**src/rtl/multicycle_sequencer_if.sv**
```systemverilog
// Memory port bundle for multicycle_sequencer: request/ready handshake with
// a single address, write-data and read-data bus.
interface multicycle_sequencer_if;
    localparam int unsigned DW = 16;

    logic          mem_req;
    logic          mem_we;
    logic [DW-1:0] mem_addr;
    logic [DW-1:0] mem_wdata;
    logic [DW-1:0] mem_rdata;
    logic          mem_ready;

    modport master (
        output mem_req, mem_we, mem_addr, mem_wdata,
        input  mem_rdata, mem_ready
    );

    modport slave (
        input  mem_req, mem_we, mem_addr, mem_wdata,
        output mem_rdata, mem_ready
    );
endinterface

```
**src/rtl/multicycle_sequencer.sv**
```systemverilog
// Multi-cycle control FSM for the 16-bit datapath: fetch, decode, execute,
// memory and writeback, with all control outputs registered from next-state values.
module multicycle_sequencer #(
    parameter logic [15:0] RESET_PC = 16'h0000
) (
    input  logic                   clock,
    input  logic                   reset_n,
    multicycle_sequencer_if.master mem,
    output logic [1:0]             rr1,
    output logic [1:0]             rr2,
    input  logic [15:0]            rd1,
    input  logic [15:0]            rd2,
    output logic [1:0]             wr,
    output logic [15:0]            wd,
    output logic                   regwrite,
    output logic [2:0]             alu_op,
    output logic [15:0]            alu_a,
    output logic [15:0]            alu_b,
    input  logic [15:0]            alu_result,
    input  logic                   alu_zero,
    output logic [15:0]            pc,
    output logic [2:0]             state,
    output logic                   halted,
    output logic                   illegal
);
    localparam int unsigned DW = 16;
    localparam int unsigned RW = 2;

    localparam logic [3:0] OP_ADD  = 4'b0000;
    localparam logic [3:0] OP_SUB  = 4'b0001;
    localparam logic [3:0] OP_AND  = 4'b0010;
    localparam logic [3:0] OP_OR   = 4'b0011;
    localparam logic [3:0] OP_ADDI = 4'b0100;
    localparam logic [3:0] OP_LW   = 4'b0101;
    localparam logic [3:0] OP_SW   = 4'b0110;
    localparam logic [3:0] OP_SLT  = 4'b0111;
    localparam logic [3:0] OP_BEQ  = 4'b1000;
    localparam logic [3:0] OP_HALT = 4'b1111;

    typedef enum logic [2:0] {
        S_RST    = 3'd0,
        S_FETCH  = 3'd1,
        S_DECODE = 3'd2,
        S_EXEC   = 3'd3,
        S_MEM    = 3'd4,
        S_WB     = 3'd5,
        S_HALT   = 3'd6
    } state_t;

    function automatic logic is_rtype(input logic [3:0] op);
        return op inside {OP_ADD, OP_SUB, OP_AND, OP_OR, OP_SLT};
    endfunction

    function automatic logic is_known(input logic [3:0] op);
        return is_rtype(op) || (op inside {OP_ADDI, OP_LW, OP_SW, OP_BEQ, OP_HALT});
    endfunction

    function automatic logic [2:0] alu_code(input logic [3:0] op);
        case (op)
            OP_SUB, OP_BEQ: return 3'b110;
            OP_AND:         return 3'b000;
            OP_OR:          return 3'b001;
            OP_SLT:         return 3'b111;
            default:        return 3'b010;
        endcase
    endfunction

    function automatic logic [DW-1:0] sext(input logic [7:0] imm);
        return {{(DW-8){imm[7]}}, imm};
    endfunction

    state_t        st, st_n;
    logic [DW-1:0] pc_q, pc_n, ir_q, ir_n, a_q, a_n, b_q, b_n;
    logic [DW-1:0] aluout_q, aluout_n, mdr_q, mdr_n;
    logic [3:0]    op, op_n;
    logic          mem_req_q, mem_req_n, mem_we_q, mem_we_n;
    logic [DW-1:0] mem_addr_q, mem_addr_n, alu_b_q, alu_b_n, wd_q, wd_n;
    logic [2:0]    alu_op_q, alu_op_n;
    logic [RW-1:0] wr_q, wr_n;
    logic          regwrite_q, regwrite_n, halted_q, halted_n, illegal_q, illegal_n;

    assign op = ir_q[15:12];

    // Next-state and holding-register updates; output registers follow from the next values
    always_comb begin
        st_n       = st;
        pc_n       = pc_q;
        ir_n       = ir_q;
        a_n        = a_q;
        b_n        = b_q;
        aluout_n   = aluout_q;
        mdr_n      = mdr_q;
        illegal_n  = 1'b0;
        case (st)
            S_RST: st_n = S_FETCH;
            S_FETCH: begin
                if (mem.mem_ready) begin
                    ir_n      = mem.mem_rdata;
                    pc_n      = pc_q + DW'(1);
                    st_n      = S_DECODE;
                    illegal_n = !is_known(mem.mem_rdata[15:12]);
                end
            end
            S_DECODE: begin
                a_n = rd1;
                b_n = rd2;
                if (op == OP_HALT)    st_n = S_HALT;
                else if (!is_known(op)) st_n = S_FETCH;
                else                  st_n = S_EXEC;
            end
            S_EXEC: begin
                aluout_n = alu_result;
                if (op == OP_BEQ) begin
                    if (alu_zero) pc_n = pc_q + sext(ir_q[7:0]);
                    st_n = S_FETCH;
                end else if (op == OP_LW || op == OP_SW) begin
                    st_n = S_MEM;
                end else begin
                    st_n = S_WB;
                end
            end
            S_MEM: begin
                if (mem.mem_ready) begin
                    if (op == OP_LW) begin
                        mdr_n = mem.mem_rdata;
                        st_n  = S_WB;
                    end else begin
                        st_n  = S_FETCH;
                    end
                end
            end
            S_WB:    st_n = S_FETCH;
            S_HALT:  st_n = S_HALT;
            default: st_n = S_RST;
        endcase

        op_n       = ir_n[15:12];
        mem_req_n  = (st_n == S_FETCH) || (st_n == S_MEM);
        mem_we_n   = (st_n == S_MEM) && (op_n == OP_SW);
        mem_addr_n = (st_n == S_FETCH) ? pc_n : aluout_n;
        alu_b_n    = (op_n inside {OP_ADDI, OP_LW, OP_SW}) ? sext(ir_n[7:0]) : b_n;
        alu_op_n   = alu_code(op_n);
        wr_n       = is_rtype(op_n) ? ir_n[7:6] : ir_n[9:8];
        wd_n       = (op_n == OP_LW) ? mdr_n : aluout_n;
        regwrite_n = (st_n == S_WB) && (wr_n != RW'(0));
        halted_n   = (st_n == S_HALT);
    end

    always_ff @(posedge clock or negedge reset_n) begin
        if (!reset_n) begin
            st         <= S_RST;
            pc_q       <= RESET_PC;
            ir_q       <= '0;
            a_q        <= '0;
            b_q        <= '0;
            aluout_q   <= '0;
            mdr_q      <= '0;
            mem_req_q  <= 1'b0;
            mem_we_q   <= 1'b0;
            mem_addr_q <= '0;
            alu_b_q    <= '0;
            alu_op_q   <= '0;
            wr_q       <= '0;
            wd_q       <= '0;
            regwrite_q <= 1'b0;
            halted_q   <= 1'b0;
            illegal_q  <= 1'b0;
        end else begin
            st         <= st_n;
            pc_q       <= pc_n;
            ir_q       <= ir_n;
            a_q        <= a_n;
            b_q        <= b_n;
            aluout_q   <= aluout_n;
            mdr_q      <= mdr_n;
            mem_req_q  <= mem_req_n;
            mem_we_q   <= mem_we_n;
            mem_addr_q <= mem_addr_n;
            alu_b_q    <= alu_b_n;
            alu_op_q   <= alu_op_n;
            wr_q       <= wr_n;
            wd_q       <= wd_n;
            regwrite_q <= regwrite_n;
            halted_q   <= halted_n;
            illegal_q  <= illegal_n;
        end
    end

    assign mem.mem_req   = mem_req_q;
    assign mem.mem_we    = mem_we_q;
    assign mem.mem_addr  = mem_addr_q;
    assign mem.mem_wdata = b_q;
    assign rr1           = ir_q[11:10];
    assign rr2           = ir_q[9:8];
    assign wr            = wr_q;
    assign wd            = wd_q;
    assign regwrite      = regwrite_q;
    assign alu_op        = alu_op_q;
    assign alu_a         = a_q;
    assign alu_b         = alu_b_q;
    assign pc            = pc_q;
    assign state         = st;
    assign halted        = halted_q;
    assign illegal       = illegal_q;
endmodule

```
**src/flat_wrapper.sv**
```systemverilog
// flat-port wrapper written by rule: the top's interface ports become plain ports
module multicycle_sequencer_flat 
#(
    parameter logic [15:0] RESET_PC = 16'h0000
)
  (clock, reset_n, rr1, rr2, rd1, rd2, wr, wd, regwrite, alu_op, alu_a, alu_b, alu_result, alu_zero, pc, state, halted, illegal, mem_mem_req, mem_mem_we, mem_mem_addr, mem_mem_wdata, mem_mem_rdata, mem_mem_ready);
  multicycle_sequencer_if mem_i ();
  input  logic clock;
  input  logic reset_n;
  output logic [1:0] rr1;
  output logic [1:0] rr2;
  input  logic [15:0] rd1;
  input  logic [15:0] rd2;
  output logic [1:0] wr;
  output logic [15:0] wd;
  output logic regwrite;
  output logic [2:0] alu_op;
  output logic [15:0] alu_a;
  output logic [15:0] alu_b;
  input  logic [15:0] alu_result;
  input  logic alu_zero;
  output logic [15:0] pc;
  output logic [2:0] state;
  output logic halted;
  output logic illegal;
  output wire logic [$bits(mem_i.mem_req)-1:0] mem_mem_req;
  output wire logic [$bits(mem_i.mem_we)-1:0] mem_mem_we;
  output wire logic [$bits(mem_i.mem_addr)-1:0] mem_mem_addr;
  output wire logic [$bits(mem_i.mem_wdata)-1:0] mem_mem_wdata;
  input wire logic [$bits(mem_i.mem_rdata)-1:0] mem_mem_rdata;
  input wire logic [$bits(mem_i.mem_ready)-1:0] mem_mem_ready;
  assign mem_mem_req = mem_i.mem_req;
  assign mem_mem_we = mem_i.mem_we;
  assign mem_mem_addr = mem_i.mem_addr;
  assign mem_mem_wdata = mem_i.mem_wdata;
  assign mem_i.mem_rdata = mem_mem_rdata;
  assign mem_i.mem_ready = mem_mem_ready;
  multicycle_sequencer #(.RESET_PC(RESET_PC)) u_core (.clock(clock), .reset_n(reset_n), .mem(mem_i), .rr1(rr1), .rr2(rr2), .rd1(rd1), .rd2(rd2), .wr(wr), .wd(wd), .regwrite(regwrite), .alu_op(alu_op), .alu_a(alu_a), .alu_b(alu_b), .alu_result(alu_result), .alu_zero(alu_zero), .pc(pc), .state(state), .halted(halted), .illegal(illegal));
endmodule
```
**config.mk**
```make
export PLATFORM = sky130hd
export DESIGN_NAME = multicycle_sequencer_flat
export DESIGN_NICKNAME = d
export VERILOG_FILES = /design/src/rtl/multicycle_sequencer_if.sv /design/src/rtl/multicycle_sequencer.sv /design/src/flat_wrapper.sv
export SDC_FILE = /design/constraint.sdc
export NUM_CORES = 1
export LEC_CHECK = 0
export ABC_AREA = 1
export CORE_ASPECT_RATIO = 1.75
export CORE_MARGIN = 2
export CORE_UTILIZATION = 40
export CTS_BUF_LIST = sky130_fd_sc_hd__clkbuf_4
export DETAILED_ROUTE_END_ITERATION = 16
export PLACE_DENSITY = 0.69
export SYNTH_ARGS = -nofsm -noshare
export SYNTH_HDL_FRONTEND = slang
export SYNTH_SLANG_ARGS = --single-unit
```
**constraint.sdc**
```tcl
create_clock -name clock -period 1.7 [get_ports clock]
set_input_delay 0.34 -clock clock [delete_from_list [all_inputs] [get_ports clock]]
set_output_delay 0.34 -clock clock [all_outputs]
set_load 0.01 [all_outputs]
```
==> out/metrics.cfg <==
[drt]
firstDrtPassIters=5
vias_per_cell=5.17
routed-wl-met2_um=16600
num_vias=8203
drc_errors=0
met1Wirelength_um=10200
totalWireLength_um=31000
drt_iter0_markers=597
wl_met3_um=1720
post_drt_wl_per_cell_um=19.5
highest_layer=met4
antenna_left=0

[floorplanning]
pin_count=181
start_util=0.405
die_y_um=185
coreArea_mm2=0.0185
rows=66
die_w_um=107
fp.dieArea_mm2=0.0199

[synthesis]
syn_area_per_cell_um2=7.98
synthTopCellsByArea=dfrtp_1, nand2_1, inv_1
asyncSetResetFlopFracSynth=1.00
syn_nets=1023
synthFlopType=dfrtp_1
synth_top_cell_by_area=dfrtp_1
syn_inst=938
synthesis.area_mm2=0.00748
yosys_warnings=0
synth_seq_area_share=0.525
synth.distinct_cells=38
ys_ff_latch=157
synth-edff-count=0
synth_top_area_frac=0.525

[layout]
fin_cells=1586
areaGrowthSynthToFinish_pct=78.4
layout_commonest_cell=nand2_1
layout-drive-gt1-share=0.440
final_util=0.722
n_fill_cell=1307
final_cell_mix=nand2_1, dfrtp_1, buf_4
nets=1419

[setup_path]
rrSetupSlack_ns=-0.44
path_class=flop to flop
cp.arrival_ns=2.67
r2r_start=u_core.state[2]$_DFF_PN0_
required_ns=2.23
worst_setup_path_end_kind=flop
critPathLaunch=u_core.state[2]$_DFF_PN0_
cp-start-kind=flop
critPathMaxFanout=8
worst-r2r-cell-count=13
reg2reg_to=u_core.wd[0]$_DFF_PN0_
setup.worst_path.end=u_core.wd[0]$_DFF_PN0_

[placed_design]
dp_hpwl_um=18500
port_buffers=180
pre_cts_ws_ns=-0.542
gp_congestion=0.921
dp_cells=1465

[power_and_ir_drop]
p_per_area_mw_per_mm2=2090
p_leak_nw=6.97
ir_drop_v=0.00127

[timing]
fin_ws_ns=-0.440
maxSlewHeadroom=0.690
tns_ns=-24.14
setup_viol=93
hold_viol=0
min_period_over_period=1.26
rsz0062_at_grt=true
period_minus_slack_ns=2.14
clock-skew-final_ns=0.0345
worst_pin_slew_ns=0.461
max_freq_mhz=467
report.final.slew_viol_count=0
fin_hold_ws_ns=0.228

[clock_network]
cts_max_path_buffers=2
htreeDepth=4
worstSkewPairLatency_ns=0.61
cts.clk_slew.worst_paths_ns=0.15
cts_sinks=157
numCtsBuffers=17
cts-root-buf=clkbuf_4
cts_tree=done

[global_routing]
overflow=0
antenna_found_initial=1
grt_pass1_wl_um=42900
track_usage=0.287
grt_pass1_vias=8313
grt_max_degree=36

[worst_hold_path]
worstHoldPathType=input port to async pin

[job]
maxCapViolCount=0

[run_status]
violations=negative setup slack
status=finished, violations left

## worst max-delay path, stage by stage, from the launching register on
cell and delay, ns:
dfrtp_2 0.46, buf_6 0.13, buf_6 0.12, nor2_4 0.23
nand2_4 0.13, nand2_4 0.08, nand2_4 0.06, nor2_4 0.12
inv_2 0.07, nor3_4 0.23, buf_6 0.16, buf_16 0.14
nand2_2 0.06, o21ai_1 0.10
## sequential cells by signal, indices dropped and copies added, names as in the netlist, 2 cells and up
name,count
u_core.mdr_q,16
u_core.ir_q,16
u_core.wr,2
u_core.wd,16
u_core.mem.mem_wdata,16
u_core.alu_op,3
u_core.pc,16
u_core.state,3
u_core.aluout_q,16
u_core.mem.mem_addr,16
u_core.alu_a,16
u_core.alu_b,16
## report_power, final
part | total, mW | leakage [nW] | internal (mW) | switching (mW)
sequential | 6.41 | 1.97 | 5.43 | 0.980
combinational | 19.2 | 4.85 | 9.14 | 10.1
clock | 2.26 | 0.151 | 0.753 | 1.51
## logic make-up (layout without fill, tap and decap cells)
group / count (synthesis) / count (layout) / synth area share
other: 0 / 1 / 0
buffers and inverters: 152 / 561 / 0.0829
flip-flops: 157 / 157 / 0.525
AND/OR/NAND/NOR: 502 / 502 / 0.277
AO/OA/AOI/OAI: 107 / 107 / 0.0818
adder cells (fa/ha/maj): 17 / 17 / 0.0294
XOR/XNOR: 3 / 3 / 0.00351
## cell type report
class | instances | area, µm² | area share
Clock inverter | 15 | 138 | 0.0103
Sequential cell | 157 | 3940 | 0.295
Multi-Input combinational cell | 629 | 4380 | 0.328
Inverter | 120 | 478 | 0.0358
Antenna cell | 1 | 2.50 | 0.000187
Tap cell | 238 | 298 | 0.0223
Clock buffer | 17 | 128 | 0.00956
Timing Repair Buffer | 408 | 3960 | 0.297
Timing Repair inverter | 1 | 16.3 | 0.00122
## through the flow
step	cell area (µm²)	power [mW]
2_1_floorplan	7530	12.1
3_3_place_gp	10600	18.4
3_5_place_dp	10600	18.6
4_1_cts	12400	24.9
5_1_grt	13300	29.4
6_report	13300	27.9
## cell usage after synthesis, drive strengths merged, types with 2 or more instances
cell type,n
dfrtp,157
inv,120
nand2,375
xor2,2
clkbuf,13
nor3,15
ha,16
a21boi,16
nand4,5
o21ai,61
a21oi,16
nand3,53
buf,19
nor2,43
o21a,7
o211ai,4
or2,9
## routing by layer
| layer | global-route usage | up-vias |
|---|---|---|
| met5 | 0 | - |
| met4 | 0.198 | 0 |
| met3 | 0.0605 | 148 |
| met2 | 0.537 | 387 |
| met1 | 0.275 | 3948 |
| li1 | - | 3720 |
## timing repair
item / 4_1_cts / 5_1_grt
hold buffers: 1 / 0
endpoints found under the hold margin: 157 / 0
setup endpoints to repair: 189 / 143
setup buffers: 69 / 33
resized for setup: 442 / 258
pin swaps: 64 / 71
gates cloned: 8 / 3
## worst min-delay path by stage
stage	end	slack [ns]
2_1_floorplan	u_core.alu_a[0]$_DFFE_PN0P_	0.04
3_3_place_gp	u_core.mem.mem_addr[9]$_DFF_PN0_	0.27
3_5_place_dp	u_core.mem.mem_addr[9]$_DFF_PN0_	0.27
4_1_cts	u_core.wd[0]$_DFF_PN0_	0.19
5_1_grt	u_core.pc[6]$_DFF_PN0_	0.21
6_report	u_core.mem.mem_addr[9]$_DFF_PN0_	0.23
(Power assumes the default switching activity.)
